`config.mk`:
```
export PLATFORM = sky130hd
export DESIGN_NAME = axil_reg_slave
export DESIGN_NICKNAME = d
export VERILOG_FILES = /design/src/rtl/axil_reg_slave.sv
export SDC_FILE = /design/constraint.sdc
export NUM_CORES = 1
export LEC_CHECK = 0
export ABC_CLOCK_PERIOD_IN_PS = 6900
export CORE_AREA = 2 2 265 267
export DETAILED_ROUTE_END_ITERATION = 8
export DIE_AREA = 0 0 267 269
export DONT_BUFFER_PORTS = 1
export GPL_ROUTABILITY_DRIVEN = 0
export MAX_ROUTING_LAYER = met4
export SETUP_SLACK_MARGIN = 0.4
export SLEW_MARGIN = 15
export SYNTH_ARGS = -nofsm -noshare
export SYNTH_HDL_FRONTEND = slang
export SYNTH_SLANG_ARGS = --single-unit
```
`constraint.sdc`:
```
create_clock -name clk -period 6.9 [get_ports clk]
set_input_delay 1.38 -clock clk [delete_from_list [all_inputs] [get_ports clk]]
set_output_delay 1.38 -clock clk [all_outputs]
set_load 0.02 [all_outputs]
```
`src/rtl/axil_reg_slave.sv`:
```
// axil_reg_slave: AXI4-Lite responder for a bank of NUM_REGS 32-bit registers.
// Reg 0 is a read-only ID.
// Optional macro AXIL_ERR_RESP_EN: SLVERR for out-of-range accesses and writes to reg 0.
// Ports:
//   clk, rstn          clock and synchronous active-low reset
//   aw*/w*/b*          write address, data and response channels (full-word writes)
//   ar*/r*             read address and data channels
//   reg_out            flat register contents, reg i at [32*i +: 32]
//   wr_strobe          one-cycle pulse on the cycle reg i takes a new value
module axil_reg_slave #(
  parameter int          NUM_REGS  = 16,
  parameter logic [31:0] ADDR_BASE = 32'h0000_0000,
  parameter logic [31:0] ID_VALUE  = 32'hC0DE_0001
) (
  input  logic                     clk,
  input  logic                     rstn,
  input  logic                     awvalid,
  input  logic [31:0]              awaddr,
  output logic                     awready,
  input  logic                     wvalid,
  input  logic [31:0]              wdata,
  output logic                     wready,
  output logic                     bvalid,
  output logic [1:0]               bresp,
  input  logic                     bready,
  input  logic                     arvalid,
  input  logic [31:0]              araddr,
  output logic                     arready,
  output logic                     rvalid,
  output logic [31:0]              rdata,
  output logic [1:0]               rresp,
  input  logic                     rready,
  output logic [NUM_REGS*32-1:0]   reg_out,
  output logic [NUM_REGS-1:0]      wr_strobe
);
  localparam int          IW   = $clog2(NUM_REGS);
  localparam logic [31:0] SPAN = 32'(4 * NUM_REGS);
  typedef enum logic {W_IDLE, W_RESP} w_state_t;
  typedef enum logic {R_IDLE, R_DATA} r_state_t;
  w_state_t          r_wst;
  r_state_t          r_rst;
  logic [31:0]       r_regs [NUM_REGS];
  logic [31:0]       r_awaddr, r_wdata, r_rdata;
  logic              r_aw_held, r_w_held, r_awready, r_wready, r_bvalid, r_arready, r_rvalid;
  logic [1:0]        r_bresp, r_rresp;
  logic [NUM_REGS-1:0] r_strobe;
  logic              w_aw_hs, w_w_hs, w_ar_hs, w_commit, w_win, w_rin, w_wen;
  logic [31:0]       w_waddr, w_wd, w_woff, w_roff;
  logic [IW-1:0]     w_widx, w_ridx;
  logic [1:0]        w_bresp, w_rresp;
  assign w_aw_hs  = awvalid & r_awready;
  assign w_w_hs   = wvalid & r_wready;
  assign w_ar_hs  = arvalid & r_arready;
  // A beat handshaking this edge is used directly so the commit lands on the second handshake edge
  assign w_waddr  = w_aw_hs ? awaddr : r_awaddr;
  assign w_wd     = w_w_hs ? wdata : r_wdata;
  assign w_woff   = w_waddr - ADDR_BASE;
  assign w_roff   = araddr - ADDR_BASE;
  assign w_widx   = w_woff[2 +: IW];
  assign w_ridx   = w_roff[2 +: IW];
  // Unsigned compare also rejects addresses below ADDR_BASE (they wrap to large offsets)
  assign w_win    = w_woff < SPAN;
  assign w_rin    = w_roff < SPAN;
  assign w_commit = (r_wst == W_IDLE) && (r_aw_held | w_aw_hs) && (r_w_held | w_w_hs);
  assign w_wen    = w_win && (w_widx != '0);
`ifdef AXIL_ERR_RESP_EN
  assign w_bresp  = w_wen ? 2'b00 : 2'b10;
  assign w_rresp  = w_rin ? 2'b00 : 2'b10;
`else
  assign w_bresp  = 2'b00;
  assign w_rresp  = 2'b00;
`endif
  always_ff @(posedge clk) begin
    if (!rstn) begin
      r_wst     <= W_IDLE;
      r_aw_held <= 1'b0;
      r_w_held  <= 1'b0;
      r_awready <= 1'b0;
      r_wready  <= 1'b0;
      r_bvalid  <= 1'b0;
      r_bresp   <= 2'b00;
      r_awaddr  <= '0;
      r_wdata   <= '0;
      r_strobe  <= '0;
      r_regs[0] <= ID_VALUE;
      for (int i = 1; i < NUM_REGS; i++) r_regs[i] <= '0;
    end else begin
      r_strobe <= '0;
      if (r_wst == W_IDLE) begin
        if (w_aw_hs) begin
          r_awaddr  <= awaddr;
          r_aw_held <= 1'b1;
        end
        if (w_w_hs) begin
          r_wdata  <= wdata;
          r_w_held <= 1'b1;
        end
        r_awready <= !(r_aw_held | w_aw_hs);
        r_wready  <= !(r_w_held | w_w_hs);
        if (w_commit) begin
          r_wst   <= W_RESP;
          r_bresp <= w_bresp;
          if (w_wen) begin
            r_regs[w_widx]   <= w_wd;
            r_strobe[w_widx] <= 1'b1;
          end
        end
      end else if (!r_bvalid) begin
        r_bvalid <= 1'b1;
      end else if (bready) begin
        r_bvalid  <= 1'b0;
        r_aw_held <= 1'b0;
        r_w_held  <= 1'b0;
        r_awready <= 1'b1;
        r_wready  <= 1'b1;
        r_wst     <= W_IDLE;
      end
    end
  end
  // Read capture samples r_regs before any same-edge write lands
  always_ff @(posedge clk) begin
    if (!rstn) begin
      r_rst     <= R_IDLE;
      r_arready <= 1'b0;
      r_rvalid  <= 1'b0;
      r_rdata   <= '0;
      r_rresp   <= 2'b00;
    end else if (r_rst == R_IDLE) begin
      r_arready <= 1'b1;
      if (w_ar_hs) begin
        r_arready <= 1'b0;
        r_rvalid  <= 1'b1;
        r_rdata   <= w_rin ? r_regs[w_ridx] : '0;
        r_rresp   <= w_rresp;
        r_rst     <= R_DATA;
      end
    end else if (rready) begin
      r_rvalid  <= 1'b0;
      r_arready <= 1'b1;
      r_rst     <= R_IDLE;
    end
  end
  assign awready   = r_awready;
  assign wready    = r_wready;
  assign bvalid    = r_bvalid;
  assign bresp     = r_bresp;
  assign arready   = r_arready;
  assign rvalid    = r_rvalid;
  assign rdata     = r_rdata;
  assign rresp     = r_rresp;
  assign wr_strobe = r_strobe;
  for (genvar i = 0; i < NUM_REGS; i++) begin : g_out
    assign reg_out[32*i +: 32] = r_regs[i];
  end
endmodule

```
==> metrics.txt, run 1 <==
clock edge transition at the registers on the reported setup and hold paths 0.06 ns; Warnings, synthesis 0; vias in the first global route 18468; CTS Hold Bufs 0; commonest non-fill, non-tap cells in the layout edfxtp_1 (512), nor3_1 (283), nand2_1 (230); # setup viols final 0; largest net degree at the start of global routing 229; maximum root-to-sink buffer count 3; register area 0.01776 mm^2; CTS tree built; worst skew pair latency 0.61 ns; root buf cell clkbuf_16; CTS buffer count 70; Post-synth ARST share 0%; gr ovfl total 0; Final nets 2060; postcts setup bufs 0; Tcrit/Tclk final 59.65%; arrival time at the worst endpoint 4.36 ns; M3 GR Usage 9.352%; RSZ-0062 raised after global routing no; Crit Path Max Fanout 31; core area 0.06930 mm^2; Post-Syn Area 0.02865 mm^2; Multi-input gate area 0.01036 mm^2; met2 Usage GRT 50.06%; Wirelength per Cell 36.15 um; Die Area 0.07182 mm^2; hold slack 0.4586 ns; required time worst endpoint 7.14 ns; maximum clock rate 243.0 MHz; drt first pass iters 5; PwrDens 310.5 mW/mm^2; Detail Route Antenna Nets 0; commonest non-fill, non-tap cell in the layout edfxtp_1; Post-Syn Instances 2026; via count 19171; HPWL Detailed 69940 um; drt total wl 107200 um; Synth area leader edfxtp_1; Pleak 9.620 nW; initial antenna violation count 13; share of cells above drive strength 1 26.63%; io pins 672; register area share after synthesis 61.98%; htree depth 3; syn_area_per_cell 14.14 um^2; PortBufs 0; Slew HR 6.096%; VDD IR-drop max 0.3690 mV; final critical-path required period 4.116 ns; synthesis-to-layout area growth 11.47%; Max-Cap Viols 0; Via density 6.466; Die X 267 um; Setup TNS 0 ns; GRT busiest layer met2; clock skew 0.02298 ns; Yosys cell types 48; worst hold-check path type flop to flop; ranking of synthesized cells by area edfxtp_1 (54%), mux4_2 (10%), dfxtp_1 (8.3%), nor3_1 (5.0%), nor3_2 (4.0%); starting density of the core 41.34%; count of final hold-check violations 0; Iter 0 DRT Violations 2069; drc violations 0; Yosys reg bits 631; Tot GR Track Use 29.78%; status finished clean; CTS resizes 0; met1 GRT Util 32.55%; filler instances 6116; clock sinks 631; Yosys top cell area share 53.67%; Least-Margin Pin Slew 1.409 ns; Die Y-Extent 269 um; first-pass GRT wire length 146300 um; Max Slew Vio Count 0; EDFF count, synth 512; CP Capture Type flop; number of core rows 97; Worst setup SP type input port; Crit Path Category input port to flop; top_reg_cell synth edfxtp_1
==> layout make-up <==
cell class / instances / share of cell area (%)
multi-input combinational: 1216 / 32.44
clock buffer: 92 / 6.002
antenna: 12 / 0.09403
tap: 940 / 3.683
clock inverter: 36 / 1.168
sequential: 631 / 55.61
timing repair buffer: 37 / 0.9873
inverter: 1 / 0.01959
==> flip-flops by register name, indices dropped and copies added (netlist names) <==
name	count
r_regs	512
r_wdata	32
rdata	32
r_awaddr	30
wr_strobe	16
arready	1
awready	1
bvalid	1
r_aw_held	1
r_rst	1
r_w_held	1
r_wst	1
rvalid	1
wready	1
==> per-layer routing <==
metal	up-vias	share of wire (%)
met5	-	0
met4	0	4.7
met3	235	11
met2	1241	51
met1	9911	34
li1	7784	-
==> cell families (layout without fill, tap and decap cells) <==
logic type	Yosys count	in the layout	share of synthesized area, %
AND/OR/NAND/NOR	816	816	17.63
flip-flops	631	631	61.98
buffers and inverters	214	166	3.546
multiplexers	197	197	12.62
AO/OA/AOI/OAI	166	166	4.193
other	2	49	0.02621
==> worst max-delay path, cell delays in order <==
cell	delay, ns
inv_4	0.15
nor3_1	0.93
o2111ai_4	0.80
o31ai_4	0.44
buf_4	0.53
==> per-stage QoR <==
stage	utilization [%]	power, mW	instance area, um^2	instances	setup WS [ns]
CTS	46.03	9.955	31900	2953	2.792
floorplan	-	5.694	28780	2061	0.4595
global placement	42.73	6.156	29610	2825	2.265
global route	46.08	10.18	31940	2965	2.658
finish	46.08	9.917	31940	2965	2.784
detailed placement	42.73	6.196	29610	2825	2.137
==> worst paths after layout <==
check	startpoint	slack (ns)	endpoint	depth (start not counted)
max reg2reg	awready$_SDFFE_PN0P_	2.82	r_regs[12][1]$_SDFFCE_PN0P_	6
max	rstn	2.78	r_regs[7][18]$_SDFFCE_PN0P_	5
min	r_awaddr[8]$_SDFFE_PN0N_	0.46	r_awaddr[8]$_SDFFE_PN0N_	2
min reg2reg	r_awaddr[8]$_SDFFE_PN0N_	0.46	r_awaddr[8]$_SDFFE_PN0N_	2
==> Yosys cell counts (all sizes together) (32+ instances only) <==
| cell | number |
|---|---|
| buf | 91 |
| nor3 | 399 |
| nor2 | 39 |
| a22oi | 62 |
| mux2i | 35 |
| nor4 | 115 |
| a21oi | 35 |
| nand2 | 232 |
| clkbuf | 122 |
| mux2 | 34 |
| edfxtp | 512 |
| dfxtp | 119 |
| a22o | 32 |
| mux4 | 128 |
==> power by group <==
group          internal (mW)  switching [mW]
registers               4.27           0.301
logic                  0.302            1.25
clock network           2.17            1.62
total                   6.75            3.17
No activity file was read; power rests on OpenSTA's default activity.
==> run 2, diff against run 1 <==
- ABC_CLOCK_PERIOD_IN_PS: 6900 -> 3700
- clock period: 6.9 -> 3.7 ns (I/O delays scaled with it)
==> run 2 against run 1 <==
Utilization grew 0.44 points; setup slack lost 2.0 ns; clock power grew 80%; hold slack lost 0.18 ns; wire length shrank 1.2%; highest routed layer unchanged.
==> metrics.txt, run 2 (same netlist as run 1, synthesis figures left out) <==
Crit Path Category flop to flop; final critical-path required period 2.931 ns; Pleak 9.736 nW (+1.2%); PwrDens 569.3 mW/mm^2 (+83%); drt first pass iters 8 (+3); first-pass GRT wire length 145000 um (-0.86%); share of cells above drive strength 1 26.43% (-0.19 points); Crit Path Max Fanout 60 (+94%); filler instances 6048 (-1.1%); Gate power share 16.3% (+0.7 points); CTS buffer count 70 (unchanged); htree depth 3 (unchanged); Max Slew Vio Count 0 (unchanged); Slew HR 29.38% (+23 points); Setup TNS 0 ns (unchanged); met1 GRT Util 32.60% (+0.048 points); required time worst endpoint 4.01 ns (-3.13 ns); starting density of the core 41.34% (unchanged); root buf cell clkbuf_16; commonest non-fill, non-tap cell in the layout edfxtp_1; status finished clean; M3 GR Usage 8.594% (-0.76 points); register area 0.01776 mm^2 (about the same); PortBufs 0 (unchanged); maximum clock rate 341.2 MHz; # setup viols final 0 (unchanged); synthesis-to-layout area growth 12.53%; GRT busiest layer met2; arrival time at the worst endpoint 3.24 ns (-1.12 ns); Net Switching 5.808 mW (+83%); io pins 672 (unchanged); max FFs per register 512 (unchanged); CTS Hold Bufs 0 (unchanged); Die X 267 um (unchanged); R2R depth 5 (-1); met2 Usage GRT 50.72% (+0.66 points); drt total wl 106000 um (-1.2%); Tot GR Track Use 29.58% (-0.20 points); Wirelength per Cell 35.66 um (-1.4%); number of core rows 97 (unchanged); drc violations 0 (unchanged); via count 18973 (-1.0%); clock sinks 631 (unchanged); Multi-input gate area 0.01039 mm^2 (+0.28%); Via density 6.386 (-1.2%); clock skew 0.03274 ns (+0.009763 ns); Reg with most FFs r_regs; Least-Margin Pin Slew 1.059 ns (-0.3492 ns); Iter 0 DRT Violations 1936 (-6.4%); HPWL Detailed 70300 um (+0.51%); Placed Cells 2838 (+0.46%); sequential share of power 46.5% (+0.4 points); clock edge transition at the registers on the reported setup and hold paths 0.06 ns (about the same); count of final hold-check violations 0 (unchanged); fin cells 2971 (+0.20%); worst hold-check path type input port to flop; largest net degree at the start of global routing 132 (-42%); Sw Share 31.64% (-0.29 points); Worst setup SP type flop; Final nets 2073 (+0.63%); cell-internal power 12.55 mW (+86%); vias in the first global route 18499 (+0.17%); hold depth 2 (unchanged); Detail Route Antenna Nets 0 (unchanged); Max-Cap Viols 0 (unchanged); Tcrit/Tclk final 79.21%; maximum root-to-sink buffer count 3 (unchanged); initial antenna violation count 7 (-6); CTS tree built; core area 0.06930 mm^2 (unchanged); Die Area 0.07182 mm^2 (unchanged); RSZ-0062 raised after global routing no; post-layout util 46.52% (+0.44 points); VDD IR-drop max 0.6744 mV (+83%); commonest non-fill, non-tap cells in the layout edfxtp_1 (512), nor3_1 (283), nand2_1 (230); Die Y-Extent 269 um (unchanged); CP Capture Type flop; gr ovfl total 0 (unchanged); worst skew pair latency 0.63 ns (+0.02 ns); power share of the clock group 37.3% (-0.9 points)
run 2: changes by cell type in the layout (fill, tap and decap cells not counted), sizes merged:
cell	previous run	this run
clkinvlp	0	1
buf	37	50
bufinv	5	3
diode	12	7
clkinv	23	20
clkbuf	92	99
inv	9	4
run 2: per-stage QoR:
stage	total power [mW]	area, um^2	setup WS, ns	hold slack, ns
after global placement	11.61	30000	0.5385	0.4443
after detailed placement	11.67	30000	0.4877	0.4489
after CTS	18.44	32210	0.4801	0.2233
after floorplan	10.68	29050	0.2087	0.4312
after global routing	18.91	32240	0.6704	0.2337
final	18.35	32240	0.7692	0.2765
run 2: worst paths after layout:
path | endpoint | start | slack (ns)
min | r_awaddr[23]$_SDFFE_PN0N_ | awaddr[23] | 0.28
min reg2reg | r_awaddr[29]$_SDFFE_PN0N_ | r_awaddr[29]$_SDFFE_PN0N_ | 0.45
max | r_regs[14][16]$_SDFFCE_PN0P_ | awready$_SDFFE_PN0P_ | 0.77
max reg2reg | r_regs[14][16]$_SDFFCE_PN0P_ | awready$_SDFFE_PN0P_ | 0.77
run 2: final cells by class:
class / instances / area share, %
multi-input combinational: 1216 / 32.22
sequential: 631 / 55.09
clock inverter: 27 / 0.8267
timing repair buffer: 50 / 2.107
clock buffer: 99 / 6.031
antenna: 7 / 0.05434
inverter: 1 / 0.01941
tap: 940 / 3.648
run 2: routing by layer:
| metal | routed length [um] | up-vias |
|---|---|---|
| li1 | - | 7784 |
| met1 | 36140 | 9768 |
| met2 | 54680 | 1199 |
| met3 | 10500 | 222 |
| met4 | 4636 | 0 |
| met5 | 0 | - |
run 2: power groups by stage:
| stage | logic (mW) | clock network [mW] | registers (mW) |
|---|---|---|---|
| after global placement | 2.95 | 0 | 8.66 |
| after floorplan | 2.16 | 0 | 8.52 |
| after detailed placement | 3.00 | 0 | 8.67 |
| after CTS | 3.00 | 6.92 | 8.52 |
| final | 2.99 | 6.84 | 8.53 |
| after global routing | 3.16 | 7.21 | 8.54 |
run 2: critical path, cell delays in order, from the launching register on:
cell and delay [ns]:
dfxtp_2 0.52, nand2_1 0.32, mux2_2 0.46, o2111ai_4 0.32
buf_4 0.76, nor3_1 0.11
run 2: timing repair:
| item | in CTS | in global routing |
|---|---|---|
| setup endpoints to repair | 0 | 29 |
| resized for setup | 0 | 2 |
| setup buffers | 0 | 0 |
